===== config.mk =====
export PLATFORM = sky130hd
export DESIGN_NAME = order_stream_serializer
export DESIGN_NICKNAME = d
export VERILOG_FILES = /design/src/rtl/order_stream_serializer.sv
export SDC_FILE = /design/constraint.sdc
export NUM_CORES = 1
export LEC_CHECK = 0
export ABC_AREA = 0
export BUFFER_PORTS_ARGS = -buffer_cell sky130_fd_sc_hd__buf_4
export CELL_PAD_IN_SITES_DETAIL_PLACEMENT = 1
export CELL_PAD_IN_SITES_GLOBAL_PLACEMENT = 1
export CORE_UTILIZATION = 54
export CTS_BUF_LIST = sky130_fd_sc_hd__clkbuf_8 sky130_fd_sc_hd__clkbuf_16
export DETAILED_ROUTE_END_ITERATION = 8
export PLACE_DENSITY_LB_ADDON = 0.1
export SYNTH_ARGS = -nofsm -noshare
export SYNTH_HDL_FRONTEND = slang
export SYNTH_SLANG_ARGS = --single-unit
export TNS_END_PERCENT = 10

===== constraint.sdc =====
create_clock -name clk -period 8 [get_ports clk]
set_input_delay 0.8 -clock clk [delete_from_list [all_inputs] [get_ports clk]]
set_output_delay 0.8 -clock clk [all_outputs]
set_load 0.01 [all_outputs]

===== src/rtl/order_stream_serializer.sv =====
// Order FIFO feeding a 3-beat 64-bit Avalon-ST packetizer with a per-packet sequence number.
// Define ORDER_SER_CHECKSUM_EN to fill the checksum word; otherwise it is sent as zero.
module order_stream_serializer #(
  parameter int DEPTH = 4,
  parameter int SEQ_W = 32
) (
  input  logic        clk,
  input  logic        reset,
  input  logic        order_valid,
  output logic        order_ready,
  input  logic [63:0] order_symbol,
  input  logic [31:0] order_price,
  input  logic [31:0] order_qty,
  output logic [63:0] st_data,
  output logic        st_valid,
  input  logic        st_ready,
  output logic        st_sop,
  output logic        st_eop,
  output logic [2:0]  st_empty
);
  localparam int AW = (DEPTH > 1) ? $clog2(DEPTH) : 1;
  localparam int CW = $clog2(DEPTH + 1);

  typedef enum logic [1:0] {IDLE, B0, B1, B2} state_t;

  logic [127:0]     mem_q [DEPTH];
  logic [AW-1:0]    wr_ptr_q, wr_ptr_d, rd_ptr_q, rd_ptr_d;
  logic [CW-1:0]    count_q, count_d;
  state_t           state_q, state_d;
  logic [SEQ_W-1:0] seq_q, seq_d;
  logic [63:0]      beat1_q, beat1_d, beat2_q, beat2_d, data_q, data_d;
  logic             valid_q, valid_d, sop_q, sop_d, eop_q, eop_d;
  logic             full, empty, push, pop;
  logic [127:0]     head;
  logic [31:0]      chk;

  always_comb begin
    full        = (count_q == CW'(DEPTH));
    empty       = (count_q == '0);
    order_ready = !full && !reset;
    push        = order_valid && order_ready;
    // A pop happens when the beat registers are free now or become free at this edge.
    pop         = !empty && ((state_q == IDLE) || ((state_q == B2) && st_ready));
    head        = mem_q[rd_ptr_q];
`ifdef ORDER_SER_CHECKSUM_EN
    chk = head[127:96] ^ head[95:64] ^ head[63:32] ^ head[31:0] ^ seq_q;
`else
    chk = 32'h0;
`endif

    wr_ptr_d = push ? wr_ptr_q + 1'b1 : wr_ptr_q;
    rd_ptr_d = pop  ? rd_ptr_q + 1'b1 : rd_ptr_q;
    count_d  = count_q + CW'(push) - CW'(pop);
    state_d  = state_q;
    seq_d    = seq_q;
    beat1_d  = beat1_q;
    beat2_d  = beat2_q;
    data_d   = data_q;
    valid_d  = valid_q;
    sop_d    = sop_q;
    eop_d    = eop_q;

    case (state_q)
      IDLE: ;
      B0: if (st_ready) begin
        state_d = B1;
        data_d  = beat1_q;
        sop_d   = 1'b0;
      end
      B1: if (st_ready) begin
        state_d = B2;
        data_d  = beat2_q;
        eop_d   = 1'b1;
      end
      B2: if (st_ready) begin
        state_d = IDLE;
        data_d  = '0;
        valid_d = 1'b0;
        eop_d   = 1'b0;
      end
      default: state_d = IDLE;
    endcase

    if (pop) begin
      state_d = B0;
      valid_d = 1'b1;
      sop_d   = 1'b1;
      eop_d   = 1'b0;
      data_d  = head[127:64];
      beat1_d = head[63:0];
      beat2_d = {seq_q, chk};
      seq_d   = seq_q + 1'b1;
    end
  end

  always_ff @(posedge clk) begin
    if (push) mem_q[wr_ptr_q] <= {order_symbol, order_price, order_qty};
  end

  always_ff @(posedge clk) begin
    if (reset) begin
      wr_ptr_q <= '0;
      rd_ptr_q <= '0;
      count_q  <= '0;
      state_q  <= IDLE;
      seq_q    <= '0;
      beat1_q  <= '0;
      beat2_q  <= '0;
      data_q   <= '0;
      valid_q  <= 1'b0;
      sop_q    <= 1'b0;
      eop_q    <= 1'b0;
    end else begin
      wr_ptr_q <= wr_ptr_d;
      rd_ptr_q <= rd_ptr_d;
      count_q  <= count_d;
      state_q  <= state_d;
      seq_q    <= seq_d;
      beat1_q  <= beat1_d;
      beat2_q  <= beat2_d;
      data_q   <= data_d;
      valid_q  <= valid_d;
      sop_q    <= sop_d;
      eop_q    <= eop_d;
    end
  end

  assign st_data  = data_q;
  assign st_valid = valid_q;
  assign st_sop   = sop_q;
  assign st_eop   = eop_q;
  assign st_empty = 3'b000;
endmodule


# --- Yosys cells after proc, flatten, opt, wreduce, memory -nomap -nowiden ---
# Memory sizes are Yosys's and may differ from the RTL's. A register that Yosys moved wholly into a read port is not among the register bits.
# Cells that the tools add are included.
op_classes:
  addsub: 5
  eq_ne: 10
  mux: 21
  reduce_logical: 22
op_table:
  columns: ["op", "n"]
  rows:
  - ["$mux W64", 4]
  - ["$pmux W64 S3", 1]
  - ["$add A32 B1 Y32 const B", 1]
  - ["$mux W2", 5]
  - ["$mux W1", 9]
  - ["$ne A3 B3 Y1 const B", 3]
  - ["$reduce_and A4 Y1", 2]
  - ["$reduce_bool A2 Y1", 4]
  - ["$ne A2 B2 Y1 const B", 3]
  - ["$pmux W2 S3", 1]
  - ["$add A2 B1 Y2 const B", 2]
  - ["$eq A2 B2 Y1 const B", 2]
  - ["$logic_and A1 B1 Y1", 4]
  - ["$reduce_and A2 Y1", 2]
  - ["$reduce_bool A4 Y1", 1]
  - ["$add A3 B1 Y3", 1]
  - ["$eq A3 B3 Y1 const B", 1]
  - ["$logic_not A1 Y1", 3]
  - ["$logic_not A3 Y1", 1]
  - ["$reduce_and A3 Y1", 1]
  - ["$reduce_bool A3 Y1", 1]
  - ["$sub A3 B1 Y3", 1]
  - ["$eq A2 B1 Y1 const B", 1]
  - ["$logic_not A2 Y1", 1]
  - ["3 further kinds", 3]
totals:
  register_bits: 204
  ram_bits: 512
  inputBits: 132
  memories: 1
mem_list:
  columns: ["name", "depth", "width", "read_ports", "rd_ports_with_merged_regs", "write_ports", "line_no", "source"]
  rows:
  - ["mem_q", 4, 128, 1, 1, 1, "26", "logic [127:0] mem_q [DEPTH];"]

# --- Longest topological paths before layout ---
logic_depth:
  depth_word: 6
  ltp_mapped: 16
  mapped_depth_nobuf: 13

# --- Worst setup path after synthesis ---
# OpenSTA, ideal clock, no wires.
synth_path:
  path_type: "in2reg"
  from: "in reset"
  to: "mem mem_q[0][0], enable pin"
  arrival_ns: 4.524
  setup_slack_ns: 2.974
  path_stages: 3
  n_path_buf: 1
  path_cell_list: "clkbuf_1 -> a211oi_1 -> and2_1"
synth_between:
  elab_chain_cells: 5
synth_rtl:
  columns: ["item", "line_no", "source"]
  rows:
  - ["start, declared", "8", "input logic reset,"]
  - ["$logic_not A1 Y1", "40", "order_ready = !full && !reset;"]
  - ["$logic_and A1 B1 Y1", "40", null]
  - ["$logic_and A1 B1 Y1", "41", "push = order_valid && order_ready;"]
  - ["$mux W1", "97", "if (push) mem_q[wr_ptr_q] <= {order_symbol, order_price, order_qty};"]
  - ["$mux W1 (not written as such)", "97", null]
  - ["end, declared", "26", null]
# Every way passes these cells.

# --- Final worst setup path ---
layout_path:
  from: "reg state_q[1]"
  to: "reg data_q[58], in the netlist st_data[58]"
layout_between:
  elab_chain_cells: 6
layout_rtl:
  columns: ["item", "line_no", "source"]
  rows:
  - ["start, declared", "29", "state_t state_q, state_d;"]
  - ["start signal, assigned", "117", "state_q <= state_d;"]
  - ["$eq A2 B2 Y1", "43, 63", null]
  - ["$logic_and A1 B1 Y1", "43", "pop = !empty && ((state_q == IDLE) || ((state_q == B2) && st_ready));"]
  - ["$logic_or A1 B1 Y1", "43", null]
  - ["$logic_and A1 B1 Y1", "43", null]
  - ["$ne A3 B3 Y1 (no line) or $reduce_bool A4 Y1 (tied branches)", null, null]
  - ["$reduce_and A4 Y1 (no line)", null, null]
  - ["end signal, assigned", "121", "data_q <= data_d;"]
  - ["end, declared", "31", "logic [63:0] beat1_q, beat1_d, beat2_q, beat2_d, data_q, data_d;"]
# Several ways; a longest one is shown, not always the timed one.
# A chain may end at the register's enable or synchronous reset.

==> metrics.md <==
| Metric | Value |
|---|---|
| Root cell of the clock tree | `clkbuf_16` |
| Fmax | `257.8 MHz` |
| Worst Hold Depth | `1` |
| CP required | `8.52 ns` |
| GRT Resource Usage Total | `26.86%` |
| Hold Buf Count CTS | `0` |
| I/O Buffers | `199` |
| Filler cells | `between 4000 and 5000` |
| Non-filler cells, final | `2656` |
| Via density | `between 5 and 6` |
| Startpoint types | `flip-flop` |
| Flop2flop setup slack | `4.12 ns` |
| Crit path max-delay cell type | `inv_1` |
| I/O pin cnt | `roughly 200` |
| Post-route cell area | `~32000 sq um` |
| Post-synthesis cell type count | `46` |
| Hold_ws | `0.3904 ns` |
| Hold worst-path end | `mem_q[0][96]` |
| Origin of the worst min-delay path | `order_symbol[32]` |
| Worst-margin pin slew | `1.153 ns` |
| Area Overhead vs Synth | `16.40%` |
| Share of the core filled with cells | `64.21%` |
| Final WS setup | `4.121 ns` |
| Routed len/inst | `around 25 um` |
| Setup violations, final | `0` |
| Unrepaired setup endpoints after global routing | `false` |
| Crit. Startpoint | `state_q[1]` |
| Post-CTS setup buffers | `0` |
| Top cells by area, synth | `edfxtp_1 57%, dfxtp_1 15%, mux4_2 11%` |
| CTS tree | `done` |
| DR iter-0 viols | `around 1400` |
| Slew Viols, Final | `0` |
| Max-Cap Viols | `0` |
| RD Place Congestion | `0.7779` |
| Pre-antenna DRT Iters | `8` |
| Yosys top cell area share | `a little under three fifths` |
| Sequential area share after synthesis | `between 70% and 80%` |
| Critical path cell sequence | `inv_1, ha_1, a21o_1, nand2_4, buf_4, nor2_2, buf_4, o2bb2ai_1` |
| Status | `finished clean` |
| CP max FO | `61` |
| Final Critical Period | `between 3 and 4 ns` |
| Final Hold Vio Count | `0` |
| Total grt overflow | `0` |
| Cell Area, Synth | `27170 sq um` |
| Cell row count | `between 80 and 90` |
| Placed instance area | `29230 sq um` |
| Core ar. | `49250 sq um` |
| Async set or reset register ratio after synthesis | `0%` |
| Deepest level of the CTS H-tree | `3` |
| YS warnings | `0` |
| Final Net Count | `~2100` |
| Cell mode on critical path | `buf_4` |
| Total Neg Setup Slack | `0 ns` |
| CTS max path bufs | `3` |
| RR Startpoint | `state_q[1]` |
| DP Worst Slack | `3.919 ns` |
| EDFF count, synth | `about 500` |
| Layout cells sized above 1 | `approximately a quarter` |
| CP Class | `reg -> reg` |
| Total CTS buffers | `73` |
| Clock sink count | `718` |
| LEAKAGE | `10.49 nW` |
| Most frequent cells in the layout | `512 x edfxtp_1, 274 x nand2_1, 219 x buf_4` |
| Worst Hold Class | `in -> reg` |
| Number of nets still failing antenna checks after routing | `0` |
| Hpwl dp | `~39 mm` |
| Maximum vdd drop | `0.0003056 V` |
| Synth Instances | `1751` |
| Worst EP arrival | `4.40 ns` |
| Synth Register Bits | `718` |
| Ys flop type | `edfxtp_1` |
| Layout Skew | `0.01539 ns` |
| Initial Util | `55.16%` |
| CP Depth | `8` |
| First-pass GRT wire length | `101.4 mm` |
| Die Area | `51210 sq um` |
| Syn Area/Cell | `roughly 16 sq um` |
| Crit-path max cell delay | `0.65 ns` |
| Commonest non-fill, non-tap cell in the layout | `edfxtp_1` |
| Total number of vias | `15800` |
| Initial antenna violation count | `6` |
| Top delay family on crit path | `buffers and inverters` |
| Worst path bufs/invs | `3` |
| Slew margin rel. | `23.13%` |
| Worst r2r path cells | `8` |
| Total power | `about 11 mW` |
| Largest net degree at the start of global routing | `104` |
| Crit. End Element | `flip-flop` |
| Die X | `226.3 um` |
| R2r endpoint | `st_data[58]` |
| Cell accounting for the most synthesized area | `edfxtp_1` |
| DR DRC count | `0` |
| Clock-pin slew on the worst setup and hold paths | `0.06 ns` |
| Drt total wl | `~67 mm` |
| Clock latency on the worst-skew pair | `0.61 ns` |
| Tcrit/Tclk final | `48.49%` |
| Vias in the first global route | `16840` |
| DIE HEIGHT | `~230 um` |
| Placed cell count | `2519` |
| Pwr/cell area | `342.5 nW/um^2` |
| Gates resized, CTS repair | `0` |
-- layout make-up --
type                    instances  area, sq um  share of cell area, %
flip-flops and latches        718        19510                  61.68
multi-input cells             903         7168                  22.67
clock buffers                  85         2037                  6.441
repair buffers                221         1675                  5.298
well taps                     664        830.8                  2.627
clock inverters                50        350.3                  1.108
inverters                      13        51.30                 0.1622
diodes                          2        5.005                0.01583
-- cell families after synthesis --
kind of cell / Yosys count / share of synthesized area [%]
DFF: 718 / 71.77
and+or+nand+nor: 462 / 7.576
AOI/OAI and AO/OA: 251 / 5.715
muxes: 162 / 11.87
buffers and inverters: 132 / 2.040
adders and majority gates: 13 / 0.6263
xor gates and xnor gates: 12 / 0.3868
other: 1 / 0.01380
-- worst max-delay path by stage --
stage / to / slack, ns
detailed placement: mem_q[3][40] / 3.92
CTS: st_data[58] / 4.04
floorplan: mem_q[0][0] / 2.97
global route: count_q[2] / 3.81
finish: st_data[58] / 4.12
global placement: mem_q[1][40] / 4.09
-- flip-flops by register name, summed over array words and instances, names as in the netlist, named ones only --
name,flops
st_sop,1
st_data,64
wr_ptr_q,2
rd_ptr_q,2
count_q,3
beat1_q,64
beat2_q,32
seq_q,32
st_eop,1
state_q,2
mem_q,512
st_valid,1
-- per-layer routing --
| metal | global-route usage (%) | wire length (um) | vias up |
|---|---|---|---|
| li1 | - | - | 7026 |
| met1 | 37.07 | 28960 | 8192 |
| met2 | 43.40 | 32940 | 474 |
| met3 | 5.818 | 3983 | 97 |
| met4 | 7.367 | 1464 | 8 |
| met5 | 0 | 49 | - |
-- worst reg2reg max path: stages, from the launching register on --
cell and delay, ns:
dfxtp_1 0.35, inv_1 0.65, ha_1 0.32, a21o_1 0.24, nand2_4 0.43, buf_4 0.52
nor2_2 0.64, buf_4 0.45, o2bb2ai_1 0.20
-- Yosys cell counts, drive strengths merged (5+ instances only) --
library cell / number
or3: 10
inv: 13
buf: 37
nand2b: 33
dfxtp: 206
clkbuf: 80
and2: 5
xnor2: 8
a311oi: 32
nand2: 275
o2bb2ai: 32
nand3: 43
mux2i: 32
ha: 12
o21ai: 40
nand4: 12
or4: 17
edfxtp: 512
mux4: 128
nor2: 51
a21oi: 125
o31ai: 15
-- power breakdown --
group / internal, mW / switching [mW]
combinational: 1.08 / 1.63
clock: 1.97 / 1.40
sequential: 4.44 / 0.306
No activity file was read; power rests on OpenSTA's default activity.
